--- src/rtl/nn_root_manager_if.sv ---
// Stream bundle between the root manager and its solver neighbours:
// initial-guess load, root beats to the forward engine, error and updated-root beats back.
interface nn_root_manager_if #(
  parameter int W     = 34,
  parameter int IDX_W = 1
);
  logic             init_valid;
  logic             init_ready;
  logic [W-1:0]     init_data;
  logic             fwd_valid;
  logic             fwd_ready;
  logic [W-1:0]     fwd_data;
  logic [IDX_W-1:0] fwd_idx;
  logic             err_valid;
  logic [W-1:0]     err_data;
  logic             upd_valid;
  logic [W-1:0]     upd_data;

  modport slave (
    input  init_valid, init_data, fwd_ready, err_valid, err_data, upd_valid, upd_data,
    output init_ready, fwd_valid, fwd_data, fwd_idx
  );

  modport master (
    output init_valid, init_data, fwd_ready, err_valid, err_data, upd_valid, upd_data,
    input  init_ready, fwd_valid, fwd_data, fwd_idx
  );
endinterface

--- src/rtl/nn_root_manager.sv ---
// Root bank and iteration sequencer for the NN non-linear solver (FloPoCo roots).
// Optional NN_ROOT_BEST_REPLAY_EN: re-stream the best roots on fwd_* before DONE.
module nn_root_manager #(
  parameter int BIT_WIDTH    = 32,
  parameter int EXTRA_BITS   = 2,
  parameter int NUM_UNKNOWNS = 2,
  parameter int MAX_ITER     = 1024,
  parameter int ITER_W       = 16,
  parameter int IDX_W        = 1,
  localparam int W           = BIT_WIDTH + EXTRA_BITS
) (
  input  logic                      CLK,
  input  logic                      RESET,
  input  logic                      start,
  input  logic [W-1:0]              tol,
  nn_root_manager_if.slave          bus,
  output logic [W-1:0]              best_error,
  output logic [NUM_UNKNOWNS*W-1:0] best_roots,
  output logic [ITER_W-1:0]         iter_count,
  output logic                      busy,
  output logic                      done
);

  localparam logic [W-1:0]     POS_INF = {2'b10, {(W-2){1'b0}}};
  localparam logic [IDX_W-1:0] LAST    = IDX_W'(NUM_UNKNOWNS - 1);

  typedef enum logic [2:0] {
    S_IDLE, S_LOAD, S_STREAM, S_WAIT_ERR, S_WAIT_UPD, S_FINISH, S_DONE
`ifdef NN_ROOT_BEST_REPLAY_EN
    , S_REPLAY
`endif
  } state_t;

  state_t                           state_q, state_d;
  logic [IDX_W-1:0]                 idx_q, idx_d;
  logic [NUM_UNKNOWNS-1:0][W-1:0]   roots_q, roots_d;
  logic [NUM_UNKNOWNS-1:0][W-1:0]   broots_q, broots_d;
  logic [W-1:0]                     best_q, best_d;
  logic [W-1:0]                     tol_q, tol_d;
  logic [ITER_W-1:0]                iter_q, iter_d;

  logic              err_nan;
  logic [ITER_W-1:0] iter_inc;
  logic [IDX_W-1:0]  idx_inc;
  logic              last_idx;

  assign err_nan  = (bus.err_data[W-1 -: 2] == 2'b11);
  assign iter_inc = iter_q + ITER_W'(1);
  assign idx_inc  = idx_q + IDX_W'(1);
  assign last_idx = (idx_q == LAST);

  always_comb begin
    state_d        = state_q;
    idx_d          = idx_q;
    roots_d        = roots_q;
    broots_d       = broots_q;
    best_d         = best_q;
    tol_d          = tol_q;
    iter_d         = iter_q;
    bus.init_ready = 1'b0;
    bus.fwd_valid  = 1'b0;
    bus.fwd_data   = roots_q[idx_q];
    bus.fwd_idx    = idx_q;

    unique case (state_q)
      S_IDLE, S_DONE: begin
        // best_roots is deliberately kept; only best_error restarts at +inf
        if (start) begin
          iter_d  = '0;
          best_d  = POS_INF;
          tol_d   = tol;
          idx_d   = '0;
          state_d = S_LOAD;
        end
      end
      S_LOAD: begin
        bus.init_ready = 1'b1;
        if (bus.init_valid) begin
          roots_d[idx_q] = bus.init_data;
          idx_d          = last_idx ? '0 : idx_inc;
          if (last_idx) state_d = S_STREAM;
        end
      end
      S_STREAM: begin
        bus.fwd_valid = 1'b1;
        if (bus.fwd_ready) begin
          idx_d = last_idx ? '0 : idx_inc;
          if (last_idx) state_d = S_WAIT_ERR;
        end
      end
      S_WAIT_ERR: begin
        if (bus.err_valid) begin
          // strict compare: ties keep the older roots; NaN never wins or meets tol
          if (!err_nan && (bus.err_data < best_q)) begin
            best_d   = bus.err_data;
            broots_d = roots_q;
          end
          iter_d = iter_inc;
          idx_d  = '0;
          if ((!err_nan && (bus.err_data <= tol_q)) || (iter_inc == ITER_W'(MAX_ITER)))
            state_d = S_FINISH;
          else
            state_d = S_WAIT_UPD;
        end
      end
      S_WAIT_UPD: begin
        if (bus.upd_valid) begin
          roots_d[idx_q] = bus.upd_data;
          idx_d          = last_idx ? '0 : idx_inc;
          if (last_idx) state_d = S_STREAM;
        end
      end
      S_FINISH: begin
        idx_d = '0;
`ifdef NN_ROOT_BEST_REPLAY_EN
        state_d = S_REPLAY;
`else
        state_d = S_DONE;
`endif
      end
`ifdef NN_ROOT_BEST_REPLAY_EN
      S_REPLAY: begin
        bus.fwd_valid = 1'b1;
        bus.fwd_data  = broots_q[idx_q];
        if (bus.fwd_ready) begin
          idx_d = last_idx ? '0 : idx_inc;
          if (last_idx) state_d = S_DONE;
        end
      end
`endif
      default: state_d = S_IDLE;
    endcase
  end

  always_ff @(posedge CLK) begin
    if (RESET) begin
      state_q  <= S_IDLE;
      idx_q    <= '0;
      roots_q  <= '0;
      broots_q <= '0;
      best_q   <= POS_INF;
      tol_q    <= '0;
      iter_q   <= '0;
    end else begin
      state_q  <= state_d;
      idx_q    <= idx_d;
      roots_q  <= roots_d;
      broots_q <= broots_d;
      best_q   <= best_d;
      tol_q    <= tol_d;
      iter_q   <= iter_d;
    end
  end

  assign best_error = best_q;
  assign best_roots = broots_q;
  assign iter_count = iter_q;
  assign busy       = (state_q != S_IDLE) && (state_q != S_DONE);
  assign done       = (state_q == S_DONE);

endmodule

--- src/flat_wrapper.sv ---
// flat-port wrapper written by rule: the top's interface ports become plain ports
module nn_root_manager_flat 
#(
  parameter int BIT_WIDTH    = 32,
  parameter int EXTRA_BITS   = 2,
  parameter int NUM_UNKNOWNS = 2,
  parameter int MAX_ITER     = 1024,
  parameter int ITER_W       = 16,
  parameter int IDX_W        = 1,
  localparam int W           = BIT_WIDTH + EXTRA_BITS
)
  (CLK, RESET, start, tol, best_error, best_roots, iter_count, busy, done, bus_init_valid, bus_init_data, bus_fwd_ready, bus_err_valid, bus_err_data, bus_upd_valid, bus_upd_data, bus_init_ready, bus_fwd_valid, bus_fwd_data, bus_fwd_idx);
  nn_root_manager_if #(.W((34)), .IDX_W(IDX_W)) bus_i ();
  input  logic CLK;
  input  logic RESET;
  input  logic start;
  input  logic [W-1:0] tol;
  output logic [W-1:0] best_error;
  output logic [NUM_UNKNOWNS*W-1:0] best_roots;
  output logic [ITER_W-1:0] iter_count;
  output logic busy;
  output logic done;
  input wire logic [$bits(bus_i.init_valid)-1:0] bus_init_valid;
  input wire logic [$bits(bus_i.init_data)-1:0] bus_init_data;
  input wire logic [$bits(bus_i.fwd_ready)-1:0] bus_fwd_ready;
  input wire logic [$bits(bus_i.err_valid)-1:0] bus_err_valid;
  input wire logic [$bits(bus_i.err_data)-1:0] bus_err_data;
  input wire logic [$bits(bus_i.upd_valid)-1:0] bus_upd_valid;
  input wire logic [$bits(bus_i.upd_data)-1:0] bus_upd_data;
  output wire logic [$bits(bus_i.init_ready)-1:0] bus_init_ready;
  output wire logic [$bits(bus_i.fwd_valid)-1:0] bus_fwd_valid;
  output wire logic [$bits(bus_i.fwd_data)-1:0] bus_fwd_data;
  output wire logic [$bits(bus_i.fwd_idx)-1:0] bus_fwd_idx;
  assign bus_i.init_valid = bus_init_valid;
  assign bus_i.init_data = bus_init_data;
  assign bus_i.fwd_ready = bus_fwd_ready;
  assign bus_i.err_valid = bus_err_valid;
  assign bus_i.err_data = bus_err_data;
  assign bus_i.upd_valid = bus_upd_valid;
  assign bus_i.upd_data = bus_upd_data;
  assign bus_init_ready = bus_i.init_ready;
  assign bus_fwd_valid = bus_i.fwd_valid;
  assign bus_fwd_data = bus_i.fwd_data;
  assign bus_fwd_idx = bus_i.fwd_idx;
  nn_root_manager #(.BIT_WIDTH(BIT_WIDTH), .EXTRA_BITS(EXTRA_BITS), .NUM_UNKNOWNS(NUM_UNKNOWNS), .MAX_ITER(MAX_ITER), .ITER_W(ITER_W), .IDX_W(IDX_W)) u_core (.CLK(CLK), .RESET(RESET), .start(start), .tol(tol), .bus(bus_i), .best_error(best_error), .best_roots(best_roots), .iter_count(iter_count), .busy(busy), .done(done));
endmodule
--- config.mk ---
export PLATFORM = sky130hd
export DESIGN_NAME = nn_root_manager_flat
export DESIGN_NICKNAME = d
export VERILOG_FILES = /design/src/rtl/nn_root_manager_if.sv /design/src/rtl/nn_root_manager.sv /design/src/flat_wrapper.sv
export SDC_FILE = /design/constraint.sdc
export NUM_CORES = 1
export LEC_CHECK = 0
export ABC_CLOCK_PERIOD_IN_PS = 2800
export BUFFER_PORTS_ARGS = -buffer_cell sky130_fd_sc_hd__buf_2
export CAP_MARGIN = 40
export CORE_MARGIN = 2
export CORE_UTILIZATION = 30
export CTS_CLUSTER_DIAMETER = 40
export DETAILED_ROUTE_END_ITERATION = 8
export PLACE_DENSITY = 0.47
export SLEW_MARGIN = 20
export SYNTH_ARGS = -nofsm -noshare
export SYNTH_HDL_FRONTEND = slang
export SYNTH_SLANG_ARGS = --single-unit
--- constraint.sdc ---
create_clock -name CLK -period 2.8 [get_ports CLK]
set_input_delay 0.28 -clock CLK [delete_from_list [all_inputs] [get_ports CLK]]
set_output_delay 0.28 -clock CLK [all_outputs]
set_load 0.1 [all_outputs]
==> impl_results.md, run 1 <==
* Status: completed
* Port bufs at around 300
* Largest net degree at the start of global routing at 89
* Placer congestion estimate at 0.819
* Highest Clock Rate at 372 MHz
* Worst skew pair latency at 0.57 ns
* PwrDens at 827 nW/um^2
* Synth Register Bits at 224
* Syn Inst Count at 1,324
* # DRC at 0
* Setup crit start kind: input pin
* Fin crit period at between 2 and 3 ns
* Overflow after GRT at 0
* Slew margin rel. at between 50 and 60%
* Final core utilization at 41.8%
* Max Cap Violations at 0
* Leakage at 6.34 nW
* Clock Tree Buf Depth at 3
* CP arrival at 3.18 ns
* Mapped Area at 11,700 sq um
* Average size of a mapped cell at 8.80 sq um
* Final slew viol count at 0
* Vias in the first global route at slightly above 10,000
* Layout Skew at 0.0193 ns
* Num rows at 72
* Final setup fails at 0
* HPWL Detailed at 25,200 um
* Layout cell share with drive strength beyond 1 at around 27%
* Yosys cell types at 49
* Multi-input combinational cell area at 6460 sq um
* Gr usage total at 17.6%
* Die Span Y at 201 um
* Top-level port count at 300
* Min-Delay Path Class: in2reg
* Clk slew on worst S/H paths at 0.05 ns
* Worst endpoint required time at 3.29 ns
* Drt wl/cell at 16.3 um
* Core region area at slightly below 40,000 sq um
* DIE AREA at a little over 40,000 sq um
* Seq/Total Area, Yosys at 38.5%
* Area growth, synth to finish at 38.0%
* CTS tree: built
* Peak fanout along the critical path at 24
* Max rail drop VDD at 0.461 mV
* Initial antenna violation count at 2
* Worst-Margin Slew at 0.686 ns
* Crit path kind: in2reg
* Detail Route Antenna Nets at 0
* Top_reg_cell synth: dfxtp_1
* DR iter-0 viols at between 500 and 600
* First drt pass iteration count at 5
* R2R setup slack at 0.17 ns
* RSZ-0062 raised after global routing: yes
* DR vias at 10,400
* Warnings, synthesis at 0
* Setup_tns at 0 ns
* Vias per inst at 4.63
* CTS Root Cell: clkbuf_16
* First-pass GRT wire length at roughly 57,000 um
* CTS Sinks at ~220
* Post-synth EDFFs at 0
* CTS buffer count at 46
* Fin nets at 1,892
* Placed Area at 13,700 sq um
* Ys async rst share at 0%
* Starting Density at between 30% and 40%
* DRT Wirelength at 36,400 um
* Period utilization at 96.1%
* Worst setup EP type: flop
* Die width at 201 um
* # fillers at 3,865
* Depth of the CTS H-tree at 2
* Mapped Nets at approximately 1,500
* Final hold vios at 0
* Post-route cell area at 16,100 sq um
* FF+latch area at about 4500 sq um
-- Yosys cell counts (all sizes together), types with 4 or more instances --
cell | instances | area (sq um)
clkbuf | 53 | 199
nand4 | 18 | 119
a211oi | 75 | 563
and4 | 6 | 52.6
a21o | 7 | 52.6
nor3 | 10 | 50.1
nand2 | 167 | 629
a31oi | 7 | 43.8
a311oi | 4 | 35.0
ha | 68 | 851
a21oi | 72 | 360
a22oi | 6 | 45.0
nand3 | 13 | 70.1
mux2 | 35 | 394
o21ai | 23 | 115
nand2b | 137 | 857
and2 | 4 | 25.0
and3 | 4 | 25.0
mux2i | 140 | 1400
nor2 | 105 | 394
buf | 35 | 314
inv | 74 | 278
nor4 | 5 | 31.3
dfxtp | 224 | 4480
-- layout by cell type, fill, tap and decap left out, types with 5 or more instances in the layout --
master           n
buf_2          298
o21ai_0         23
a211oi_1        75
nor3_1           9
bufinv_16        7
ha_1            68
nor4_1           5
a22oi_1          6
nand4_1         17
dfxtp_2          7
dfxtp_1        217
nor2_1         102
a21oi_1         72
clkinv_2         5
a21o_1           7
dlygate4sd3_1   65
mux2_2          35
clkinvlp_4       9
nand3_1         12
a31oi_1          7
inv_6            6
buf_12          11
clkbuf_16       47
buf_4           20
nand2_1        166
inv_1           74
mux2i_1        139
nand2b_1       137
clkbuf_1         5
and4_1           6
-- per-layer routing --
metal	track usage, %	wire length [um]	up-vias
met5	0	0	-
met4	6.22	876	0
met3	4.97	2270	56
met2	27.8	16300	255
met1	23.0	17000	4775
li1	-	-	5284
-- stage by stage --
step / hold slack (ns) / total power [mW] / cells / setup WS, ns
3_3_place_gp: 0.444 / 7.57 / 2080 / 0.0140
3_5_place_dp: 0.447 / 7.59 / 2080 / -0.0645
6_report: 0.0438 / 13.3 / 2239 / 0.109
2_1_floorplan: 0.415 / 6.62 / 1324 / 0.0213
5_1_grt: 0.0647 / 13.9 / 2237 / -0.00562
4_1_cts: 0.00545 / 13.5 / 2231 / 0.0813
-- final cells by class --
cell class              instances  share of cell area, %
clock inverters                33                   2.72
multi-input cells             938                   40.1
repair buffers                397                   16.0
well taps                     518                   4.03
inverters                      74                   1.73
clock buffers                  53                   7.44
diodes                          2                 0.0311
flip-flops and latches        224                   27.9
-- cells by family (layout without fill, tap and decap cells) --
kind of cell | after synthesis | in the layout | synth area share (%)
XOR/XNOR | 5 | 5 | 0.376
adder cells (fa/ha/maj) | 68 | 68 | 7.30
multiplexers | 175 | 175 | 15.4
AND/OR/NAND/NOR | 485 | 485 | 20.3
flip-flops | 224 | 224 | 38.5
buffers and inverters | 162 | 557 | 6.78
other | 0 | 2 | 0
AO/OA/AOI/OAI | 205 | 205 | 11.3
-- repair_timing --
action                     in CTS  in global routing
setup endpoints to repair      93                 89
pin swaps                       0                  4
hold buffers                   65                  0
buffers inserted                0                  5
resized for setup               1                  6
hold endpoints to repair       65                  0
gates cloned                    0                  1
-- path summary, 6_finish.rpt --
path                                                   startpoint                            endpoint  cells after the start
worst min register to register      u_core.tol_q[18]$_SDFFE_PP0P_       u_core.tol_q[18]$_SDFFE_PP0P_                      2
worst max-delay path                             bus_err_data[31]  u_core.best_roots[18]$_SDFFE_PP0P_                     12
worst min-delay path                              bus_err_data[1]   u_core.best_error[1]$_SDFFE_PP0P_                      3
worst max register to register  u_core.best_error[9]$_SDFFE_PP0P_  u_core.best_roots[18]$_SDFFE_PP0P_                     11
-- critical path, cell delays in order --
cell and delay (ns):
dlygate4sd3_1 0.55, buf_2 0.15, ha_1 0.30, a21o_1 0.18, a21o_1 0.20, a2111oi_4 0.32, and3b_1 0.23, nand4_1 0.22
nand2_8 0.18, buf_12 0.14, buf_16 0.20, mux2i_1 0.21
-- sequential cells by signal, summed over array words and instances (netlist names) --
name                count
u_core.best_roots      68
u_core.roots_q         68
u_core.best_error      34
u_core.tol_q           34
u_core.iter_count      16
u_core.state_q          3
u_core.bus.fwd_idx      1
-- power breakdown --
part	switching [mW]	internal (mW)
logic	2.71	1.13
registers	0.239	3.49
clock network	1.97	3.78
Power figures use the tool's default switching activity.
==> run 2, diff against run 1 <==
- CELL_PAD_IN_SITES_DETAIL_PLACEMENT: default -> 0
- CELL_PAD_IN_SITES_GLOBAL_PLACEMENT: default -> 1
- PLACE_DENSITY: 0.47 -> 0.61
==> impl_results.md, run 2 (same netlist as run 1, synthesis figures left out) <==
* Status: completed
* Post-route cell area at 15,700 sq um (-2.6%)
* Psw at 4.67 mW (-5.0%)
* CP endpoint: u_core.best_roots[26]$_SDFFE_PP0P_
* Reg2reg path depth at 11 (unchanged)
* CP arrival at 3.08 ns (-0.10 ns)
* Worst-Margin Slew at 0.657 ns (-0.0290 ns)
* Starting Density at 30.3% (unchanged)
* Depth of the CTS H-tree at 2 (unchanged)
* Peak fanout along the critical path at 15 (-38%)
* Period utilization at 94.2% (-2.0 points)
* Placer congestion estimate at 0.809 (-1.2%)
* Internal power at 8.57 mW (+2.1%)
* PwrDens at 845 nW/um^2 (+2.1%)
* Setup_tns at 0 ns (unchanged)
* Worst endpoint required time at 3.25 ns (-0.04 ns)
* Clock Tree Buf Depth at 3 (unchanged)
* CTS Sinks at 224 (unchanged)
* CTS tree: built
* HPWL Detailed at 25,500 um (+1.1%)
* Max rail drop VDD at 0.547 mV (+19%)
* R2R Path End: u_core.best_roots[26]$_SDFFE_PP0P_
* First drt pass iteration count at 5 (unchanged)
* Most frequent cells in the layout: buf_2, dfxtp_1, nand2_1
* Clk slew on worst S/H paths at 0.05 ns (about the same)
* DRT Wirelength at 35,900 um (-1.4%)
* Overflow after GRT at 0 (unchanged)
* Slew margin rel. at 56.2% (+3.2 points)
* Vias in the first global route at 9,782 (-3.9%)
* Clock power share at 43.3% (+0.2 points)
* Sequential power share at 27.9% (about the same)
* Layout cell share with drive strength beyond 1 at 27.6% (+0.10 points)
* Gr usage total at 17.3% (-0.28 points)
* Switching part of the total at 35.3% (-1.7 points)
* Die width at 201 um (unchanged)
* CTS buffer count at 44 (-4.3%)
* CTS Root Cell: clkbuf_16
* Crit path kind: reg2reg
* Core region area at 38,500 sq um (unchanged)
* Placed Area at 13,700 sq um (about the same)
* Initial antenna violation count at 0 (-2)
* Crit path launch: u_core.best_error[31]$_SDFFE_PP0P_
* DR iter-0 viols at 385 (-25%)
* Layout Skew at 0.0192 ns (-0.000102 ns)
* Vias per inst at 4.62 (-0.29%)
* Worst skew pair latency at 0.53 ns (-0.04 ns)
* DR vias at 10,100 (-2.6%)
* Detail Route Antenna Nets at 0 (unchanged)
* Port bufs at 299 (unchanged)
* R2R setup slack at 0.16 ns (about the same)
* Largest net degree at the start of global routing at 165 (+85%)
* Leakage at 6.19 nW (-2.4%)
* Area growth, synth to finish at 34.5%
* Final setup fails at 0 (unchanged)
* Min-Delay Path Class: in2reg
* R2r startpoint: u_core.best_error[31]$_SDFFE_PP0P_
* RSZ-0062 raised after global routing: no
* Drt wl/cell at 16.4 um (+0.98%)
* Top-level port count at 300 (unchanged)
* Worst setup EP type: flop
* Num rows at 72 (unchanged)
* Commonest non-fill, non-tap cell in the layout: buf_2
* Max Cap Violations at 0 (unchanged)
* DIE AREA at 40,500 sq um (unchanged)
* Final Power at 13.2 mW (-0.52%)
* Die Span Y at 201 um (unchanged)
* Final slew viol count at 0 (unchanged)
* Multi-input combinational cell area at 6440 sq um (-0.17%)
* # DRC at 0 (unchanged)
* Setup crit start kind: flop
* Final hold vios at 0 (unchanged)
* First-pass GRT wire length at 55,700 um (-1.8%)
* Fin nets at 1,851 (-2.2%)
* Highest Clock Rate at 379 MHz (+2.1%)
* FF+latch area at 4490 sq um (about the same)
* Comb pwr share at 28.7% (-0.2 points)
* # fillers at 3,913 (+1.2%)
* Fin crit period at 2.64 ns (-0.0548 ns)
* Ant diodes at 0 (-2)
[run 2: cell types whose count changed in the layout (fill, tap and decap cells not counted), sizes merged]
| cell | previous run | this run |
|---|---|---|
| clkinvlp | 9 | 5 |
| clkinv | 9 | 7 |
| inv | 82 | 75 |
| dlygate4sd3 | 65 | 27 |
| diode | 2 | 0 |
| buf | 331 | 330 |
| bufinv | 7 | 11 |
| clkbuf | 54 | 52 |
[run 2: routing by layer]
metal  global-route usage (%)  up-vias  wire length [um]
met5                        0        -                 0
met4                     4.42        0               647
met3                     4.29       49              2260
met2                     28.3      235             16400
met1                     22.8     4628             16600
li1                         -     5188                 -
[run 2: worst max-delay path, stage by stage, from the launching register on]
cell and delay, ns:
dfxtp_2 0.33, inv_1 0.04, ha_1 0.28, a21o_1 0.19, a21o_1 0.20, a2111oi_4 0.32
and3b_1 0.24, nand4_1 0.22, nand2_8 0.15, buf_12 0.18, buf_12 0.18, mux2i_1 0.21
[run 2: stage by stage]
step	setup slack, ns	hold WS [ns]	utilization [%]	cells
6_report	0.164	0.0210	40.8	2187
5_1_grt	0.00560	0.0166	40.8	2187
3_5_place_dp	0.0538	0.447	35.6	2079
2_1_floorplan	0.0213	0.415	-	1324
4_1_cts	0.0947	0.00174	40.4	2181
3_3_place_gp	0.0437	0.443	35.5	2078
[run 2: final cells by class]
cell class	count	area share, %
repair buffers	358	14.1
multi-input cells	938	41.1
flip-flops and latches	224	28.7
clock buffers	51	7.58
clock inverters	24	2.63
well taps	518	4.13
inverters	74	1.77
[run 2: power by group through the flow]
stage / clock network (mW) / logic (mW) / registers [mW]
after global placement: 0 / 3.76 / 3.75
after floorplan: 0 / 2.84 / 3.78
after global routing: 6.04 / 4.12 / 3.74
final: 5.74 / 3.80 / 3.70
after CTS: 5.89 / 3.84 / 3.70
after detailed placement: 0 / 3.80 / 3.76
[run 2: worst min path at each step]
stage	startpoint	to	slack, ns	cells past startpoint
after floorplan	bus_err_data[30]	u_core.best_error[30]$_SDFFE_PP0P_	0.41	2
after global placement	u_core.tol_q[17]$_SDFFE_PP0P_	u_core.tol_q[17]$_SDFFE_PP0P_	0.44	2
after detailed placement	u_core.tol_q[17]$_SDFFE_PP0P_	u_core.tol_q[17]$_SDFFE_PP0P_	0.45	2
after CTS	tol[1]	u_core.tol_q[1]$_SDFFE_PP0P_	0.002	3
after global routing	tol[24]	u_core.tol_q[24]$_SDFFE_PP0P_	0.02	3
final	tol[14]	u_core.tol_q[14]$_SDFFE_PP0P_	0.02	3
[run 2: timing repair]
item / in CTS / in global routing
hold endpoints to repair: 27 / 0
hold buffers: 27 / 0
buffers inserted: 0 / 4
resized for setup: 0 / 5
endpoints found under the setup margin: 0 / 93
==> run 3, diff against run 2 <==
- ABC_CLOCK_PERIOD_IN_PS: 2800 -> 3400
- clock period: 2.8 -> 3.4 ns (I/O delays scaled with it)
==> impl_results.md, run 3 (same netlist as run 1, synthesis figures left out) <==
* DRT Wirelength at 35,500 um (-1.1%)
* Final core utilization at 39.8% (-0.94 points)
* Max rail drop VDD at 0.366 mV (-33%)
* Starting Density at 30.3% (unchanged)
* Status: completed
* Top-level port count at 300 (unchanged)
* RSZ-0062 raised after global routing: no
* Largest delay share family, worst path: simple AND/OR/NAND/NOR gates
* Most frequent cells in the layout: buf_2, dfxtp_1, nand2_1
* Reg2reg path depth at 10 (-1)
* Worst-Margin Slew at 0.692 ns (+0.0352 ns)
* Drt wl/cell at 16.5 um (+0.12%)
* First drt pass iteration count at 4 (-1)
* CP most frequent cell: a21o_1
* # fillers at 3,956 (+1.1%)
* Fin crit period at 2.86 ns (+0.225 ns)
* Setup bufs post-CTS at 0 (unchanged)
* Final slew viol count at 0 (unchanged)
* Period utilization at 84.2% (-10 points)
* Worst skew pair latency at 0.57 ns (+0.04 ns)
* Largest net degree at the start of global routing at 82 (-50%)
* Cell depth of the worst setup path at 10 (-1)
* R2R Path End: u_core.best_error[14]$_SDFFE_PP0P_
* Peak fanout along the critical path at 20 (+5)
* R2R setup slack at 0.54 ns (+0.37 ns)
* R2r startpoint: u_core.best_error[31]$_SDFFE_PP0P_
* Area growth, synth to finish at 31.4%
* DR iter-0 viols at 402 (+4.4%)
* Crit path kind: reg2reg
* Final setup fails at 0 (unchanged)
* Setup_tns at 0 ns (unchanged)
* Slew margin rel. at 53.9% (-2.3 points)
* CP Buf/Inv Count at 2 (-1)
* Layout cell share with drive strength beyond 1 at 27.6% (+0.044 points)
* Placer congestion estimate at 0.801 (-0.99%)
* Layout Skew at 0.0352 ns (+0.0160 ns)
* Crit path launch: u_core.best_error[31]$_SDFFE_PP0P_
* Gr usage total at 17.5% (+0.22 points)
* First-pass GRT wire length at 56,000 um (+0.64%)
* Worst endpoint required time at 3.87 ns (+0.62 ns)
* Leakage at 6.04 nW (-2.4%)
* Post-Place Cells at 2,076 (-0.14%)
* CTS tree: built
* Worst-path cell chain: inv_1 > ha_1 > a21o_1 > a21o_1 > a2111oi_2 > and3b_1 > nand4_1 > nand2_8 > buf_4 > mux2i_1
* Die width at 201 um (unchanged)
* PwrDens at 721 nW/um^2 (-15%)
* Setup crit start kind: flop
* Fin nets at 1,817 (-1.8%)
* Num rows at 72 (unchanged)
* Min-Delay Path Class: in2reg
* Highest Clock Rate at 349 MHz (-7.9%)
* Commonest non-fill, non-tap cell in the layout: buf_2
* Overflow after GRT at 0 (unchanged)
* CP max stage cell: a2111oi_2
* Initial antenna violation count at 1 (+1)
* CTS Root Cell: clkbuf_16
* Critical path's largest stage delay at 0.40 ns (+0.07 ns)
* CTS Sinks at 224 (unchanged)
* Final hold vios at 0 (unchanged)
* Die Span Y at 201 um (unchanged)
* # DRC at 0 (unchanged)
* CTS Hold Bufs at 0 (-100%)
* Port bufs at 299 (unchanged)
* DR vias at 10,100 (-0.18%)
* Core region area at 38,500 sq um (unchanged)
* HPWL Detailed at 25,400 um (-0.38%)
* Post-route insts no fill at 2,160 (-1.2%)
* CP arrival at 3.33 ns (+0.25 ns)
* Detail Route Antenna Nets at 0 (unchanged)
* DIE AREA at 40,500 sq um (unchanged)
* Worst setup EP type: flop
* Clock Tree Buf Depth at 3 (unchanged)
* CTS buffer count at 46 (+4.5%)
* CP endpoint: u_core.best_error[14]$_SDFFE_PP0P_
* # resized after CTS at 0 (unchanged)
* Vias per inst at 4.67 (+1.1%)
* Max Cap Violations at 0 (unchanged)
* Clk slew on worst S/H paths at 0.05 ns (about the same)
* Depth of the CTS H-tree at 2 (unchanged)
* Vias in the first global route at 9,976 (+2.0%)
[run 3: cell count changes in the layout (fill, tap and decap cells not counted), moves of 3 or more]
cell / before / now
buf_16: 3 / 0
dfxtp_1: 218 / 223
clkinv_2: 7 / 4
dlygate4sd3_1: 27 / 0
dfxtp_2: 6 / 1
clkinv_4: 0 / 7
[run 3: cell type report]
class	count	area, sq um	share of cell area (%)
Inverter	74	278	1.81
Timing Repair Buffer	322	1780	11.6
Tap cell	518	648	4.23
Clock inverter	28	444	2.90
Clock buffer	55	1260	8.20
Sequential cell	224	4490	29.3
Antenna cell	1	2.50	0.0163
Multi-Input combinational cell	938	6430	42.0
[run 3: worst min-delay path, cell delays in order]
cell	delay, ns
buf_2	0.10
nand2_1	0.05
a21oi_1	0.05
[run 3: per-stage QoR]
stage / instance area (sq um) / hold WS (ns) / power [mW] / setup WS, ns
finish: 15300 / 0.0355 / 11.0 / 0.538
floorplan: 11700 / 0.436 / 5.44 / 0.350
global route: 15300 / 0.0225 / 11.6 / 0.384
CTS: 15300 / 0.000753 / 11.2 / 0.542
global placement: 13600 / 0.444 / 6.18 / 0.522
detailed placement: 13600 / 0.447 / 6.20 / 0.426
[run 3: where the power goes]
part / internal (mW) / leakage, nW / total [mW] / switching, mW
registers: 2.87 / 1.81 / 3.11 / 0.237
clock network: 3.40 / 0.826 / 4.94 / 1.54
logic: 0.820 / 3.40 / 2.99 / 2.17
[run 3: worst min-delay path by stage]
stage                                   from                            end  slack (ns)  depth (start not counted)
2_1_floorplan  u_core.tol_q[10]$_SDFFE_PP0P_  u_core.tol_q[10]$_SDFFE_PP0P_        0.44                          2
3_3_place_gp   u_core.tol_q[10]$_SDFFE_PP0P_  u_core.tol_q[10]$_SDFFE_PP0P_        0.44                          2
3_5_place_dp    u_core.tol_q[6]$_SDFFE_PP0P_   u_core.tol_q[6]$_SDFFE_PP0P_        0.45                          2
4_1_cts                               tol[9]   u_core.tol_q[9]$_SDFFE_PP0P_      0.0008                          3
5_1_grt                              tol[27]  u_core.tol_q[27]$_SDFFE_PP0P_        0.02                          3
6_report                             tol[22]  u_core.tol_q[22]$_SDFFE_PP0P_        0.04                          3
[run 3: metal layers]
metal / routed length, um / up-vias / track usage [%]
li1: - / 5123 / -
met1: 16500 / 4659 / 22.8
met2: 16000 / 249 / 28.2
met3: 2360 / 51 / 5.00
met4: 662 / 0 / 5.13
met5: 0 / - / 0
